$ cat src/rtl/sd_host_regfile.sv
// rtl/sd_host_regfile.sv - address-mapped SD host register bank
// Host req/ack access with byte enables, per-bit hw updates, RO/W1C/self-clear bits and masked irq.
module sd_host_regfile #(
  parameter int ADDR_W    = 13,
  parameter int DATA_W    = 32,
  parameter int NUM_WORDS = 16,
  parameter logic [NUM_WORDS*DATA_W-1:0] RESET_VAL    = '0,
  parameter logic [NUM_WORDS*DATA_W-1:0] RO_MASK      =
    {{(NUM_WORDS*DATA_W-DATA_W){1'b0}}, {DATA_W{1'b1}}} << (9*DATA_W),
  parameter logic [NUM_WORDS*DATA_W-1:0] W1C_MASK     =
    {{(NUM_WORDS*DATA_W-16){1'b0}}, 16'hFFFF} << (12*DATA_W),
  parameter logic [NUM_WORDS*DATA_W-1:0] SELFCLR_MASK =
    {{(NUM_WORDS*DATA_W-1){1'b0}}, 1'b1} << (3*DATA_W+15),
  parameter int IRQ_STAT_IDX = 12,
  parameter int IRQ_EN_IDX   = 13
) (
  input  logic                          CLK,
  input  logic                          RESET,
  input  logic                          host_req,
  input  logic                          host_we,
  input  logic [ADDR_W-1:0]             addrs,
  input  logic [DATA_W-1:0]             wr_data,
  input  logic [DATA_W/8-1:0]           wr_be,
  output logic [DATA_W-1:0]             rd_data,
  output logic                          host_ack,
  output logic                          host_err,
  input  logic [NUM_WORDS*DATA_W-1:0]   hw_wr_data,
  input  logic [NUM_WORDS*DATA_W-1:0]   hw_wr_en,
  output logic [NUM_WORDS*DATA_W-1:0]   reg_q,
  output logic [NUM_WORDS-1:0]          host_wr_strobe,
  output logic                          irq
);

  logic [NUM_WORDS*DATA_W-1:0] r_q;
  logic [NUM_WORDS*DATA_W-1:0] r_sc_pend;
  logic [DATA_W-1:0]           r_rd;
  logic                        r_ack;
  logic                        r_err;
  logic [NUM_WORDS-1:0]        r_strobe;
  logic                        r_irq;

  logic [ADDR_W-3:0]           w_idx;
  logic                        w_valid;
  logic [NUM_WORDS-1:0]        w_wsel;
  logic [NUM_WORDS-1:0]        w_strobe;
  logic [NUM_WORDS*DATA_W-1:0] w_nxt;
  logic [NUM_WORDS*DATA_W-1:0] w_sc_nxt;
  logic                        w_unused;

  assign w_idx    = addrs[ADDR_W-1:2];
  assign w_valid  = (32'(w_idx) < NUM_WORDS);
  assign w_unused = &{1'b0, addrs[1:0]};

  always_comb begin
    w_wsel   = '0;
    w_strobe = '0;
    for (int w = 0; w < NUM_WORDS; w++) begin
      w_wsel[w]   = host_req & host_we & w_valid & (32'(w_idx) == w);
      w_strobe[w] = w_wsel[w] & (|wr_be);
    end
  end

  // Priority per bit: RO ignores the host; W1C lets a hw set beat a host clear;
  // RW/self-clear let the host beat hw, and a pending auto-clear is weakest.
  always_comb begin
    w_nxt    = r_q;
    w_sc_nxt = '0;
    for (int w = 0; w < NUM_WORDS; w++) begin
      for (int b = 0; b < DATA_W; b++) begin
        if (RO_MASK[w*DATA_W+b]) begin
          if (hw_wr_en[w*DATA_W+b]) w_nxt[w*DATA_W+b] = hw_wr_data[w*DATA_W+b];
        end else if (W1C_MASK[w*DATA_W+b]) begin
          if (hw_wr_en[w*DATA_W+b] && hw_wr_data[w*DATA_W+b])
            w_nxt[w*DATA_W+b] = 1'b1;
          else if (w_wsel[w] && wr_be[b/8] && wr_data[b])
            w_nxt[w*DATA_W+b] = 1'b0;
          else if (hw_wr_en[w*DATA_W+b])
            w_nxt[w*DATA_W+b] = hw_wr_data[w*DATA_W+b];
        end else begin
          if (w_wsel[w] && wr_be[b/8])
            w_nxt[w*DATA_W+b] = wr_data[b];
          else if (hw_wr_en[w*DATA_W+b])
            w_nxt[w*DATA_W+b] = hw_wr_data[w*DATA_W+b];
          else if (SELFCLR_MASK[w*DATA_W+b] && r_sc_pend[w*DATA_W+b])
            w_nxt[w*DATA_W+b] = 1'b0;
          w_sc_nxt[w*DATA_W+b] = SELFCLR_MASK[w*DATA_W+b] & w_wsel[w] & wr_be[b/8] & wr_data[b];
        end
      end
    end
  end

  always_ff @(posedge CLK) begin
    if (RESET) begin
      r_q       <= RESET_VAL;
      r_sc_pend <= '0;
      r_rd      <= '0;
      r_ack     <= 1'b0;
      r_err     <= 1'b0;
      r_strobe  <= '0;
      r_irq     <= 1'b0;
    end else begin
      r_q       <= w_nxt;
      r_sc_pend <= w_sc_nxt;
      r_ack     <= host_req;
      r_err     <= host_req & ~w_valid;
      r_strobe  <= w_strobe;
      r_irq     <= |(r_q[IRQ_STAT_IDX*DATA_W +: DATA_W] & r_q[IRQ_EN_IDX*DATA_W +: DATA_W]);
      // Reads return the pre-update contents; writes leave rd_data alone.
      if (host_req) begin
        if (!w_valid)
          r_rd <= '0;
        else if (!host_we)
          r_rd <= r_q[w_idx*DATA_W +: DATA_W];
      end
    end
  end

  assign reg_q          = r_q;
  assign rd_data        = r_rd;
  assign host_ack       = r_ack;
  assign host_err       = r_err;
  assign host_wr_strobe = r_strobe;
  assign irq            = r_irq;

endmodule

$ cat config.mk
export PLATFORM = sky130hd
export DESIGN_NAME = sd_host_regfile
export DESIGN_NICKNAME = d
export VERILOG_FILES = /design/src/rtl/sd_host_regfile.sv
export SDC_FILE = /design/constraint.sdc
export NUM_CORES = 1
export LEC_CHECK = 0
export ABC_AREA = 1
export ABC_CLOCK_PERIOD_IN_PS = 1500
export CAP_MARGIN = 0
export CORE_AREA = 2 2 647 649
export CTS_CLUSTER_SIZE = 40
export DETAILED_ROUTE_END_ITERATION = 7
export DIE_AREA = 0 0 649 651
export PLACE_DENSITY = 0.3
export SLEW_MARGIN = 20
export SYNTH_ARGS = -nofsm -noshare
export SYNTH_HDL_FRONTEND = slang
export SYNTH_SLANG_ARGS = --single-unit
$ cat constraint.sdc
create_clock -name CLK -period 1.5 [get_ports CLK]
set_input_delay 0.15 -clock CLK [delete_from_list [all_inputs] [get_ports CLK]]
set_output_delay 0.15 -clock CLK [all_outputs]
set_load 0.03 [all_outputs]
==> results of run 1 <==
==> power groups by stage <==
stage / sequential (µW) / combinational (µW) / clock (µW)
6_report: 16900 / 19600 / 23100
5_1_grt: 17000 / 20500 / 24300
4_1_cts: 16800 / 20000 / 23900
3_5_place_dp: 17200 / 17600 / 0
3_3_place_gp: 17200 / 17600 / 0
2_1_floorplan: 18300 / 3740 / 0
==> routing by layer <==
layer / track usage / up-vias / part of all wire
met3: 0.0485 / 506 / 0.064
met4: 0.0572 / 68 / 0.034
met2: 0.364 / 2122 / 0.49
li1: - / 21800 / -
met5: 0 / - / 0.00094
met1: 0.250 / 24200 / 0.41
==> synthesized netlist by cell type, drive strengths merged <==
library cell	n	area, µm²
a22o	4	35.0
a21oi	449	2250
nand2	1040	3900
o21bai	1	7.51
nand4	13	175
nand3	789	3950
o41ai	1	16.3
clkbuf	200	751
o21ai	71	355
or2	2	12.5
a221oi	3	26.3
nor3	17	85.1
o22ai	2	12.5
inv	117	439
nor2	931	3630
buf	183	878
dfxtp	564	11300
mux2	455	5120
==> registers in the layout, summed over array words and instances (netlist names) <==
| name | flops |
|---|---|
| host_ack | 1 |
| host_err | 1 |
| host_wr_strobe | 16 |
| irq | 1 |
| r_sc_pend | 1 |
| rd_data | 32 |
| reg_q | 512 |
==> how the worst min path moves through the flow <==
stage	endpoint	slack, ps	cells after the start
5_1_grt	rd_data[10]	40	4
2_1_floorplan	reg_q[294]	240	1
3_3_place_gp	rd_data[18]	460	2
6_report	host_wr_strobe[12]	60	6
4_1_cts	reg_q[43]	0.2	4
3_5_place_dp	rd_data[16]	460	2
==> worst max-delay path: stages, from the launching register on <==
cell	delay [ps]
sky130_fd_sc_hd__dfxtp_4	440
sky130_fd_sc_hd__buf_6	130
sky130_fd_sc_hd__buf_12	110
==> cells by family after synthesis <==
logic type	share of synthesized area
flops	0.343
compound gates	0.0820
mux	0.156
simple gates	0.357
buf+inv	0.0628
==> per-stage QoR <==
stage / instances / setup slack [ps] / power, µW
final: 13300 / -151 / 59500
after global routing: 13200 / -240 / 61700
after CTS: 13200 / -256 / 60600
after detailed placement: 12400 / -1410 / 34700
after global placement: 12400 / -1470 / 34800
after floorplan: 4842 / 11.6 / 22000
==> cell type report <==
class	instances	area (µm²)	area share
Tap cell	5497	6880	0.0872
Sequential cell	564	12800	0.162
Multi-Input combinational cell	3778	20500	0.260
Clock inverter	31	408	0.00517
Timing Repair Buffer	3091	35100	0.444
Clock buffer	130	2630	0.0333
Antenna cell	56	140	0.00178
Inverter	117	465	0.00590
==> repair_timing <==
action | 4_1_cts | 5_1_grt
buffers inserted | 546 | 59
hold buffers | 148 | 0
gates cloned | 19 | 3
pin swaps | 33 | 91
resized for setup | 2180 | 300
endpoints found under the hold margin | 206 | 0
endpoints found under the setup margin | 1066 | 772
==> impl_metrics.py, run 1 <==
metrics = {
    "sta": {
        "timing.final.max_slew_violations": 0,
        "final_min_period_over_clock_period": 1.10,
        "achievable-frequency_mhz": 606,
        "max_slew.worst_pin.slew_ps": 623,
        "period_minus_slack_ps": 1650,
        "slew_headroom": 0.585,
        "setup_slack_ps": -151,
        "rsz0062_at_grt": "true",
        "whs_ps": 63.8,
        "final.setup_skew_ps": 33.6,
        "finalSetupViolations": 270,
        "setup_total_negative_slack_ps": -14930,
        "hold_viol": 0,
    },
    "route": {
        "drt_iter0_drc": 4266,
        "avgRoutedWirePerCell_um": 34.4,
        "routed-via-count": 48700,
        "totalWireLength_um": 457000,
        "via_per_inst": 3.67,
        "postRouteAntennaNets": 0,
        "post-route-drc-count": 0,
        "detail_route.first_pass.iterations": 6,
    },
    "power_and_ir_drop": {
        "power_frac_seq": 0.284,
        "vdd_ir_drop_max_mv": 0.771,
        "power_dissipated_by_switching_net_loads_uw": 20700,
        "power_density_normalized_to_cell_area_mw_per_mm2": 755,
        "power.switching_fraction": 0.347,
        "power.share.combinational": 0.329,
        "internal-power_uw": 38900,
        "clock_network_power_share": 0.388,
        "total_leakage_power_uw": 0.0327,
    },
    "yosys": {
        "synth.avg_cell_area_um2": 6.80,
        "yosys_register_bits": 564,
        "synthCells": 4842,
        "post_synthesis_cell_type_count": 26,
        "synth_fp_nets": 5919,
        "yosysSeqAreaShare": 0.343,
        "ys.warnings.count": 0,
        "mappedNetlistArea_mm2": 0.0329,
    },
    "global_route": {
        "global_route.usage.total": 0.207,
        "grt_start_max_net_pins": 68,
        "grt.overflow.total": 0,
        "first_global_vias": 48800,
        "grt_pass1_wl_um": 566000,
        "antenna_found_initial": 167,
    },
    "floorplanning": {
        "ports_placed_on_the_boundary": 1640,
        "floorplan.initialDensity": 0.0793,
        "die_w_um": 649,
        "die_area_mm2": 0.422,
        "row_count": 237,
        "chipHeight_um": 651,
        "coreArea_mm2": 0.415,
    },
    "layout": {
        "area_delta_synth_final_pct": 139,
        "final_util": 0.190,
        "final_common_cell": "sky130_fd_sc_hd__clkdlybuf4s50_1",
        "final_area_mm2": 0.0789,
        "final.fill_count": 46300,
        "nNetsFinal": 8721,
        "drive_gt1_frac": 0.424,
        "mostFrequentLayoutCells": "sky130_fd_sc_hd__clkdlybuf4s50_1, sky130_fd_sc_hd__nand2_1, sky130_fd_sc_hd__buf_4",
    },
    "clock_tree": {
        "worst_skew_pair.late_latency_ps": 820,
        "clkSinkCount": 564,
        "cts.reportedPaths.clkPinSlew_ps": 60,
        "cts_root_buffer": "sky130_fd_sc_hd__clkbuf_16",
        "tritoncts_clock_tree": "built",
        "cts-htree-levels": 3,
        "cts-root-to-sink-buffers": 4,
        "tritoncts.num_buffers": 92,
    },
    "setup_path": {
        "ff2ff_setup_slack_ps": -70,
        "critical_path.startpoint_type": "flop",
        "worst_setup_path_end_kind": "output port",
        "critPathArrivalTime_ps": 1500,
        "worst_r2r_startpoint": "reg_q[414]",
        "critical_path.endpoint": "reg_q[401]",
        "crit_path_max_fanout": 2,
        "criticalPathCategory": "reg -> out",
        "critical_path.startpoint": "reg_q[401]",
        "worst-endpoint-required_ps": 1350,
        "critical_path.reg2reg.endpoint": "irq",
        "worst_r2r_path_depth": 8,
    },
    "run_status": {
        "outcome": "complete, but fails checks",
        "violations": "setup timing",
    },
    "placed_design": {
        "last_weighted_congestion_value_of_the_routability_driven_placer": 0.891,
        "dp_hpwl_um": 368000,
        "placement.cell_area_mm2": 0.0655,
        "placement.io_buffers": 1637,
    },
    "min_path": {
        "timing.hold.worst.class": "in -> reg",
        "hp-start": "RESET",
    },
    "flow_run": {
        "max_cap_viol_count": 0,
    },
}
Note: power is estimated with default switching activity, not from simulation.
==> inputs of run 2 (changes only) <==
--- a/config.mk
+++ b/config.mk
@@ -9,10 +9,11 @@
 export ABC_CLOCK_PERIOD_IN_PS = 1500
 export CAP_MARGIN = 0
 export CORE_AREA = 2 2 647 649
-export CTS_CLUSTER_SIZE = 40
+export CTS_CLUSTER_SIZE = 25
 export DETAILED_ROUTE_END_ITERATION = 7
 export DIE_AREA = 0 0 649 651
 export PLACE_DENSITY = 0.3
+export SKIP_LAST_GASP = 1
 export SLEW_MARGIN = 20
 export SYNTH_ARGS = -nofsm -noshare
 export SYNTH_HDL_FRONTEND = slang
==> impl_metrics.py, run 2 (synthesis results as in run 1) <==
metrics = {
    "layout": {
        "final_common_cell": "sky130_fd_sc_hd__clkdlybuf4s50_1",
        "area_delta_synth_final_pct": 139,
        "largest_reg_flops": 512,
        "layoutNonFillerInstCount": 13300,
        "drive_gt1_frac": 0.424,
        "nNetsFinal": 8721,
        "final.fill_count": 46400,
        "final_util": 0.190,
        "final_area_mm2": 0.0789,
        "mostFrequentLayoutCells": "sky130_fd_sc_hd__clkdlybuf4s50_1, sky130_fd_sc_hd__nand2_1, sky130_fd_sc_hd__buf_4",
    },
    "flow_run": {
        "max_cap_viol_count": 0,
    },
    "setup_path": {
        "critical_path.startpoint_type": "flop",
        "worst_setup_path_end_kind": "flop",
        "critPathArrivalTime_ps": 2320,
        "criticalPathCategory": "reg -> reg",
        "crit_path_cell_chain": "buf_4 > a221oi_4 > buf_4 > nand2_1 > buf_6 > nor2_2 > buf_4 > a21oi_1",
        "worst_path_largest_cell_delay_ps": 360,
        "crit_path_max_fanout": 2,
        "critical-path-top-delay-family": "buffers and inverters",
        "crit_buf_inv": 4,
        "cpMostUsedCell": "sky130_fd_sc_hd__buf_4",
        "ff2ff_setup_slack_ps": -160,
        "worst-endpoint-required_ps": 2170,
        "cell_type_of_the_slowest_stage_on_the_worst_timing_path": "sky130_fd_sc_hd__dfxtp_4",
    },
    "global_route": {
        "grt_pass1_wl_um": 566000,
        "first_global_vias": 48800,
        "grt.overflow.total": 0,
        "antenna_found_initial": 167,
        "grt_start_max_net_pins": 68,
        "global_route.usage.total": 0.207,
    },
    "clock_tree": {
        "cts-root-to-sink-buffers": 4,
        "worst_skew_pair.late_latency_ps": 820,
        "cts-htree-levels": 3,
        "tritoncts.num_buffers": 92,
        "cts_root_buffer": "sky130_fd_sc_hd__clkbuf_16",
        "cts.reportedPaths.clkPinSlew_ps": 60,
        "tritoncts_clock_tree": "built",
        "clkSinkCount": 564,
    },
    "placed_design": {
        "detailedPlace.worstSlack_ps": -1410,
        "dp_hpwl_um": 368000,
        "placed_cells_incl_taps": 12400,
        "placement.io_buffers": 1637,
        "last_weighted_congestion_value_of_the_routability_driven_placer": 0.891,
        "placement.cell_area_mm2": 0.0655,
    },
    "route": {
        "met1_length_um": 188000,
        "totalWireLength_um": 457000,
        "post-route-drc-count": 0,
        "detail_route.first_pass.iterations": 8,
        "postRouteAntennaNets": 0,
        "top_layer_used": "met5",
        "drt_iter0_drc": 4240,
        "via_per_inst": 3.68,
        "routed-wl-met3_um": 29500,
        "avgRoutedWirePerCell_um": 34.4,
        "routed-via-count": 48800,
        "met2_wirelength_um": 224000,
    },
    "sta": {
        "slew_headroom": 0.588,
        "achievable-frequency_mhz": 604,
        "final.setup_skew_ps": 38.2,
        "final_min_period_over_clock_period": 1.10,
        "period_minus_slack_ps": 1660,
        "rsz0062_at_grt": "true",
        "whs_ps": 69.3,
        "max_slew.worst_pin.slew_ps": 618,
        "hold_viol": 0,
        "setup_slack_ps": -157,
        "finalSetupViolations": 270,
        "timing.final.max_slew_violations": 0,
    },
    "run_status": {
        "violations": "setup timing",
        "outcome": "complete, but fails checks",
    },
    "power_and_ir_drop": {
        "vdd_ir_drop_max_mv": 0.763,
        "total_leakage_power_uw": 0.0327,
        "power_density_normalized_to_cell_area_mw_per_mm2": 755,
    },
    "floorplanning": {
        "die_area_mm2": 0.422,
        "floorplan.initialDensity": 0.0793,
        "chipHeight_um": 651,
        "ports_placed_on_the_boundary": 1640,
        "die_w_um": 649,
        "row_count": 237,
        "coreArea_mm2": 0.415,
    },
    "min_path": {
        "timing.hold.worst.class": "in -> reg",
    },
}
==> run 2: tightest hold or removal path, stage by stage <==
cell and delay (ps):
sky130_fd_sc_hd__buf_4 160, sky130_fd_sc_hd__inv_8 60, sky130_fd_sc_hd__buf_12 160, sky130_fd_sc_hd__o41ai_4 80, sky130_fd_sc_hd__buf_12 140, sky130_fd_sc_hd__nor3_1 50
==> run 2: metal layers <==
| metal | vias to the layer above | track usage |
|---|---|---|
| li1 | 21800 | - |
| met1 | 24300 | 0.250 |
| met2 | 2180 | 0.364 |
| met3 | 491 | 0.0486 |
| met4 | 68 | 0.0571 |
| met5 | - | 0 |
==> run 2: metrics by stage <==
step	TNS [ps]	power (µW)
after floorplan	0	22000
after global placement	-580240	34800
after detailed placement	-570810	34700
after CTS	-63110	60600
after global routing	-43550	61700
final	-14650	59500
==> run 2: layout make-up <==
type,count,area (µm²),area share
Antenna cell,62,155,0.00197
Clock buffer,130,2630,0.0333
Clock inverter,31,408,0.00517
Inverter,117,465,0.00590
Multi-Input combinational cell,3778,20500,0.260
Sequential cell,564,12800,0.162
Tap cell,5497,6880,0.0872
Timing Repair Buffer,3091,35100,0.444
==> run 2: report_power, final <==
group / leakage, µW / switching [µW] / internal [µW]
Clock: 0.00148 / 9540 / 13500
Combinational: 0.0263 / 9930 / 9630
Sequential: 0.00494 / 1170 / 15700
==> run 2: path summary, 6_finish.rpt <==
path                                  start                 end  depth (start not counted)
worst max-delay path             reg_q[414]                 irq                          8
worst min-delay path                  RESET  host_wr_strobe[12]                          6
worst max register to register   reg_q[414]                 irq                          8
worst min register to register  rd_data[18]         rd_data[18]                          2
==> run 2: timing repair <==
action,CTS,global route
resized for setup,2177,301
hold buffers,148,0
endpoints found under the hold margin,206,0
pin swaps,33,90
cloned,19,3
buffers inserted,546,59
setup endpoints to repair,1066,772
